<file path="src/rtl/intra16x16_mode_ctrl.sv">
// Sequencer and V/H/DC mode-decision controller for the 16x16 luma intra predictor.
// Optional abort input enabled by defining INTRA16_ABORT_EN.
module intra16x16_mode_ctrl #(
  parameter int PIX_W = 8,
  parameter int ROWS  = 16,
  parameter int SAD_W = 16
) (
  input  logic                      clk,
  input  logic                      reset,
  input  logic                      start,
`ifdef INTRA16_ABORT_EN
  input  logic                      abort,
`endif
  input  logic                      top_avail,
  input  logic                      left_avail,
  output logic                      pred_en,
  output logic [$clog2(ROWS)-1:0]   row_idx,
  input  logic [ROWS*PIX_W-1:0]     vpred_row,
  input  logic [ROWS*PIX_W-1:0]     hpred_row,
  input  logic [ROWS*PIX_W-1:0]     dcpred_row,
  input  logic [ROWS*PIX_W-1:0]     orig_row,
  input  logic                      orig_valid,
  output logic                      orig_ready,
  output logic                      busy,
  output logic                      done,
  output logic [1:0]                best_mode,
  output logic [SAD_W-1:0]          best_sad
);

  localparam int RIDX_W = $clog2(ROWS);
  localparam int ROW_W  = PIX_W + $clog2(ROWS);
  localparam logic [RIDX_W-1:0] LAST_ROW = RIDX_W'(ROWS - 1);

  localparam logic [1:0] MODE_V  = 2'd0;
  localparam logic [1:0] MODE_H  = 2'd1;
  localparam logic [1:0] MODE_DC = 2'd2;

  typedef enum logic [2:0] {
    S_IDLE,
    S_FIRE,
    S_WAIT,
    S_SAD,
    S_DECIDE,
    S_DONE
  } state_e;

  state_e state_q, state_d;

  logic [RIDX_W-1:0] row_idx_q, row_idx_d;
  logic [SAD_W-1:0]  sad_v_q, sad_v_d;
  logic [SAD_W-1:0]  sad_h_q, sad_h_d;
  logic [SAD_W-1:0]  sad_dc_q, sad_dc_d;
  logic              top_q, top_d;
  logic              left_q, left_d;
  logic [1:0]        best_mode_q, best_mode_d;
  logic [SAD_W-1:0]  best_sad_q, best_sad_d;

  logic              abort_w;
  logic              accept;
  logic              beat;
  logic              decide_en;
  logic [ROW_W-1:0]  row_v, row_h, row_dc;
  logic [1:0]        dec_mode;
  logic [SAD_W-1:0]  dec_sad;

`ifdef INTRA16_ABORT_EN
  assign abort_w = abort && (state_q != S_IDLE);
`else
  assign abort_w = 1'b0;
`endif

  function automatic logic [PIX_W-1:0] absdiff(input logic [PIX_W-1:0] a,
                                               input logic [PIX_W-1:0] b);
    return (a > b) ? (a - b) : (b - a);
  endfunction

  // ---------------------------------------------------------------------------
  // FSM
  // ---------------------------------------------------------------------------
  always_ff @(posedge clk or posedge reset) begin
    if (reset) begin
      state_q <= S_IDLE;
    end else begin
      state_q <= state_d;
    end
  end

  always_comb begin
    state_d    = state_q;
    pred_en    = 1'b0;
    orig_ready = 1'b0;
    busy       = 1'b1;
    done       = 1'b0;
    unique case (state_q)
      S_IDLE: begin
        busy = 1'b0;
        if (start) state_d = S_FIRE;
      end
      S_FIRE: begin
        pred_en = 1'b1;
        state_d = S_WAIT;
      end
      S_WAIT: state_d = S_SAD;
      S_SAD: begin
        orig_ready = 1'b1;
        if (orig_valid && (row_idx_q == LAST_ROW)) state_d = S_DECIDE;
      end
      S_DECIDE: state_d = S_DONE;
      S_DONE: begin
        done    = 1'b1;
        state_d = S_IDLE;
      end
      default: begin
        busy    = 1'b0;
        state_d = S_IDLE;
      end
    endcase
    // Abort overrides the whole transition table and suppresses the done pulse.
    if (abort_w) begin
      state_d = S_IDLE;
      done    = 1'b0;
    end
  end

  assign accept    = (state_q == S_IDLE) && start;
  assign beat      = (state_q == S_SAD) && orig_valid && !abort_w;
  assign decide_en = (state_q == S_DECIDE) && !abort_w;

  // ---------------------------------------------------------------------------
  // Per-row SAD for the three candidate predictions
  // ---------------------------------------------------------------------------
  always_comb begin
    row_v  = '0;
    row_h  = '0;
    row_dc = '0;
    for (int unsigned c = 0; c < ROWS; c++) begin
      row_v  = row_v  + ROW_W'(absdiff(vpred_row[c*PIX_W +: PIX_W],
                                       orig_row[c*PIX_W +: PIX_W]));
      row_h  = row_h  + ROW_W'(absdiff(hpred_row[c*PIX_W +: PIX_W],
                                       orig_row[c*PIX_W +: PIX_W]));
      row_dc = row_dc + ROW_W'(absdiff(dcpred_row[c*PIX_W +: PIX_W],
                                       orig_row[c*PIX_W +: PIX_W]));
    end
  end

  // Evaluated from DC upward with <= so that ties fall to the lower mode number.
  always_comb begin
    dec_mode = MODE_DC;
    dec_sad  = sad_dc_q;
    if (left_q && (sad_h_q <= dec_sad)) begin
      dec_mode = MODE_H;
      dec_sad  = sad_h_q;
    end
    if (top_q && (sad_v_q <= dec_sad)) begin
      dec_mode = MODE_V;
      dec_sad  = sad_v_q;
    end
  end

  // ---------------------------------------------------------------------------
  // Datapath registers
  // ---------------------------------------------------------------------------
  always_comb begin
    row_idx_d   = row_idx_q;
    sad_v_d     = sad_v_q;
    sad_h_d     = sad_h_q;
    sad_dc_d    = sad_dc_q;
    top_d       = top_q;
    left_d      = left_q;
    best_mode_d = best_mode_q;
    best_sad_d  = best_sad_q;
    if (accept) begin
      row_idx_d = '0;
      sad_v_d   = '0;
      sad_h_d   = '0;
      sad_dc_d  = '0;
      top_d     = top_avail;
      left_d    = left_avail;
    end
    if (beat) begin
      sad_v_d   = sad_v_q  + SAD_W'(row_v);
      sad_h_d   = sad_h_q  + SAD_W'(row_h);
      sad_dc_d  = sad_dc_q + SAD_W'(row_dc);
      row_idx_d = (row_idx_q == LAST_ROW) ? '0 : row_idx_q + 1'b1;
    end
    if (decide_en) begin
      best_mode_d = dec_mode;
      best_sad_d  = dec_sad;
    end
  end

  always_ff @(posedge clk or posedge reset) begin
    if (reset) begin
      row_idx_q   <= '0;
      sad_v_q     <= '0;
      sad_h_q     <= '0;
      sad_dc_q    <= '0;
      top_q       <= 1'b0;
      left_q      <= 1'b0;
      best_mode_q <= MODE_DC;
      best_sad_q  <= '0;
    end else begin
      row_idx_q   <= row_idx_d;
      sad_v_q     <= sad_v_d;
      sad_h_q     <= sad_h_d;
      sad_dc_q    <= sad_dc_d;
      top_q       <= top_d;
      left_q      <= left_d;
      best_mode_q <= best_mode_d;
      best_sad_q  <= best_sad_d;
    end
  end

  assign row_idx   = row_idx_q;
  assign best_mode = best_mode_q;
  assign best_sad  = best_sad_q;

endmodule

</file>
<file path="config.mk">
export PLATFORM = sky130hd
export DESIGN_NAME = intra16x16_mode_ctrl
export DESIGN_NICKNAME = d
export VERILOG_FILES = /design/src/rtl/intra16x16_mode_ctrl.sv
export SDC_FILE = /design/constraint.sdc
export NUM_CORES = 2
export LEC_CHECK = 0
export ABC_AREA = 1
export BUFFER_PORTS_ARGS = -buffer_cell sky130_fd_sc_hd__buf_4
export CORE_MARGIN = 2
export CORE_UTILIZATION = 51
export CTS_CLUSTER_DIAMETER = 80
export DETAILED_ROUTE_END_ITERATION = 6
export GPL_TIMING_DRIVEN = 0
export PLACE_DENSITY_LB_ADDON = 0.08
export SLEW_MARGIN = 20
export SYNTH_ARGS = -nofsm -noshare
export SYNTH_HDL_FRONTEND = slang
export SYNTH_SLANG_ARGS = --single-unit
</file>
<file path="constraint.sdc">
create_clock -name clk -period 5.3 [get_ports clk]
set_input_delay 0.265 -clock clk [delete_from_list [all_inputs] [get_ports clk]]
set_output_delay 0.265 -clock clk [all_outputs]
set_load 0.01 [all_outputs]
</file>
==> reports/results.txt <==
status = finished, violations left
failing checks = negative setup slack
TritonCTS Buffers = 9
CP Launch Type = input pin
I/O pin count = 544
RSZ-0062 raised after global routing = yes
# nets final = 9771
CTS H-tree depth = 3
CP startpoint = orig_row[39]
gp weighted congestion = 1.002
routed vias = 50010
clk buf depth = 2
die area = 97740 µm²
Worst Slack Setup Final = -1119 ps
routed wire length per instance = 19.87 µm
die width = 312.6 µm
area of the multi-input gates = 44040 µm²
Min Hold Slack = 156.1 ps
met3 wire length = 11.80 mm
Area growth, synth to finish = 29.49%
Mapped Area = 48580 µm²
Yosys warning count = 0
Initial Util = 0.5129
initial DRC count = 4112
count leader, synth = inv_1
Fin. Hold Viols = 0
DR top layer = met5
Setup Viol. Count Final = 42
Critical Path End Type = flop
critical path buffer and inverter count = 9
Row Count = 113
first-pass GRT wire length = 272.8 mm
post-DP HPWL = 155.4 mm
CP arrival = 6650 ps
worst min path class = input pin to flop
Slew @ Worst Pin = 1018 ps
Port-buffer cells = 543
CP Max Fanout = 5
DP Area = 55030 µm²
max cap viols = 0
CP Class = input pin to flop
most frequent CP cell = fa_1
Hold Path Depth = 3
layout cells sized above 1 = 0.2794
Filler cells = 8449
Reg clk slew, reported paths = 60 ps
CP required = 5530 ps
router iterations before antenna repair = 6
ANT nets after route = 0
Root Driver = clkbuf_16
Met1 Wirelength = 74.74 mm
clock sink count = 75
# DRC = 0
top cells by area, synth = ha_1 (22%), fa_1 (18%), inv_1 (12%)
slowest CP cell = fa_1
Most used DFF post-synth = dfrtp_1
worst reg-to-reg path cell count = 18
hold wc startpoint = top_avail
die extent in y = 312.6 µm
fraction of registers with async set/reset = 1.000
WP depth = 32
Vias per Instance = 5.412
Mean Syn Cell Area = 6.943 µm²
share of the synthesized area in the top cell type = 0.2171
Slew Viols, Final = 0
WL final = 183.7 mm
Final min period = 6419 ps
post-route cell area = 62910 µm²
Fmax = 155.8 MHz
Post-synth EDFFs = 0
largest area contributor in the netlist = ha_1
worst r2r src = sad_dc_q[1]
top cells by count, synth = inv_1 (1594), nand2_1 (1303), ha_1 (843), a21oi_1 (467), fa_1 (447)
Mapped Cells = 6997
largest net degree at the start of global routing = 49
Critical Path Max Stage Delay = 590 ps
#FFs+latches synth = 75
clock tree from TritonCTS = done
Synthesized Nets = 8805
sequential element share of the synthesized area = 0.03866
vias in the first global route = 48600
Final period util = 1.211
All-Layer GR Usage = 0.3583
Setup Skew = 6.999 ps
Max transition margin = 0.3212
crit-path leading delay family = adder cells
routed length on met2 = 87.84 mm
Cell variety after synth = 61
initial antenna violation count = 9
GRT overflow = 0
register area = 1878 µm²
core area = 94730 µm²
Clock Latency Late Sink = 340 ps
-- routing by layer --
metal  vias up  global-route usage
met5         -                   0
met3       406             0.03487
met1     23750              0.4620
met4         2              0.1416
li1      23860                   -
met2      1991              0.6172
-- state kept, by name, summed over array words and instances, names as in the netlist --
name,cells
sad_v_q,16
top_q,1
sad_dc_q,16
sad_h_q,16
best_mode,2
state_q,3
best_sad,16
row_idx,4
left_q,1
-- cells in the final DEF (no fill, tap or decap), drive strengths merged, types with 4 or more instances in the layout --
cell and instances:
nand2 1373, a31oi 43, a21oi 476, nor2 401, a22o 4, dfrtp 74
mux2 18, a21o 101, nor2b 7, nor3 57, buf 1054, and2 49
o221ai 71, o22ai 8, o211ai 39, ha 843, clkinvlp 18, a21boi 20
nand3 246, inv 1626, clkbuf 33, fa 447, xnor2 72, or2 7
nand4 68, diode 8, a211oi 4, o31ai 7, o21bai 24, nand2b 7
o21ai 447, xor2 277, nand3b 8, mux2i 26
-- cells by family (layout without fill, tap and decap cells) --
| kind of cell | count (synthesis) | count (layout) | synth area share |
|---|---|---|---|
| buffers and inverters | 1777 | 2736 | 0.1422 |
| adder cells (fa/ha/maj) | 1290 | 1290 | 0.4013 |
| XOR/XNOR | 349 | 349 | 0.06292 |
| AO/OA/AOI/OAI | 1251 | 1251 | 0.1497 |
| multiplexers | 44 | 44 | 0.009761 |
| flip-flops | 75 | 75 | 0.03866 |
| AND/OR/NAND/NOR | 2211 | 2223 | 0.1954 |
| other | 0 | 8 | 0 |
-- final timing paths --
path	slack, ps	to
worst max-delay path	-1120	sad_h_q[14]
worst min-delay path	160	top_q
worst max register to register	-20	sad_dc_q[8]
worst min register to register	490	best_sad[9]
max in group asynchronous	4250	sad_dc_q[1]
min in group asynchronous	470	best_sad[9]
-- through the flow --
stage,TNS (ps),util,std cells,worst slack (ps)
after floorplan,-18440,-,6997,-710.6
after global placement,-63980,0.5806,8805,-1833
after detailed placement,-65340,0.5809,8806,-1863
after CTS,-31710,0.6282,9056,-1013
after global routing,-44610,0.6641,9241,-1350
final,-37080,0.6641,9241,-1119
-- final cells by class --
type                            instances  area share
Buffer                                130     0.01426
Antenna cell                            8   0.0003182
Clock inverter                          3    0.001094
Inverter                             1645      0.1015
Clock buffer                           13    0.004296
Tap cell                             1265     0.02516
Multi-Input combinational cell       5157      0.7001
Sequential cell                        75     0.02985
Timing Repair Buffer                  945      0.1234
-- worst reg2reg max path, stage by stage (launching register included) --
cell,delay [ps]
dfrtp_1,440
fa_1,560
inv_1,100
fa_2,660
fa_1,450
fa_1,540
fa_1,470
fa_1,530
inv_2,50
ha_4,160
fa_2,390
nand3_2,80
nand2_2,70
buf_6,130
nand2_4,60
nand2_2,60
o21ai_2,70
xor2_1,230
o22ai_1,100
-- timing repair --
action / in CTS / in global routing
setup buffers: 222 / 181
gates resized for setup: 625 / 575
endpoints found under the setup margin: 43 / 42
endpoints found under the hold margin: 26 / 0
cloned: 11 / 2
hold buffers: 1 / 0
pin swaps: 251 / 326
Power is not shown: default switching activity piles up to over one toggle a cycle in this logic, so the estimate is an artifact.
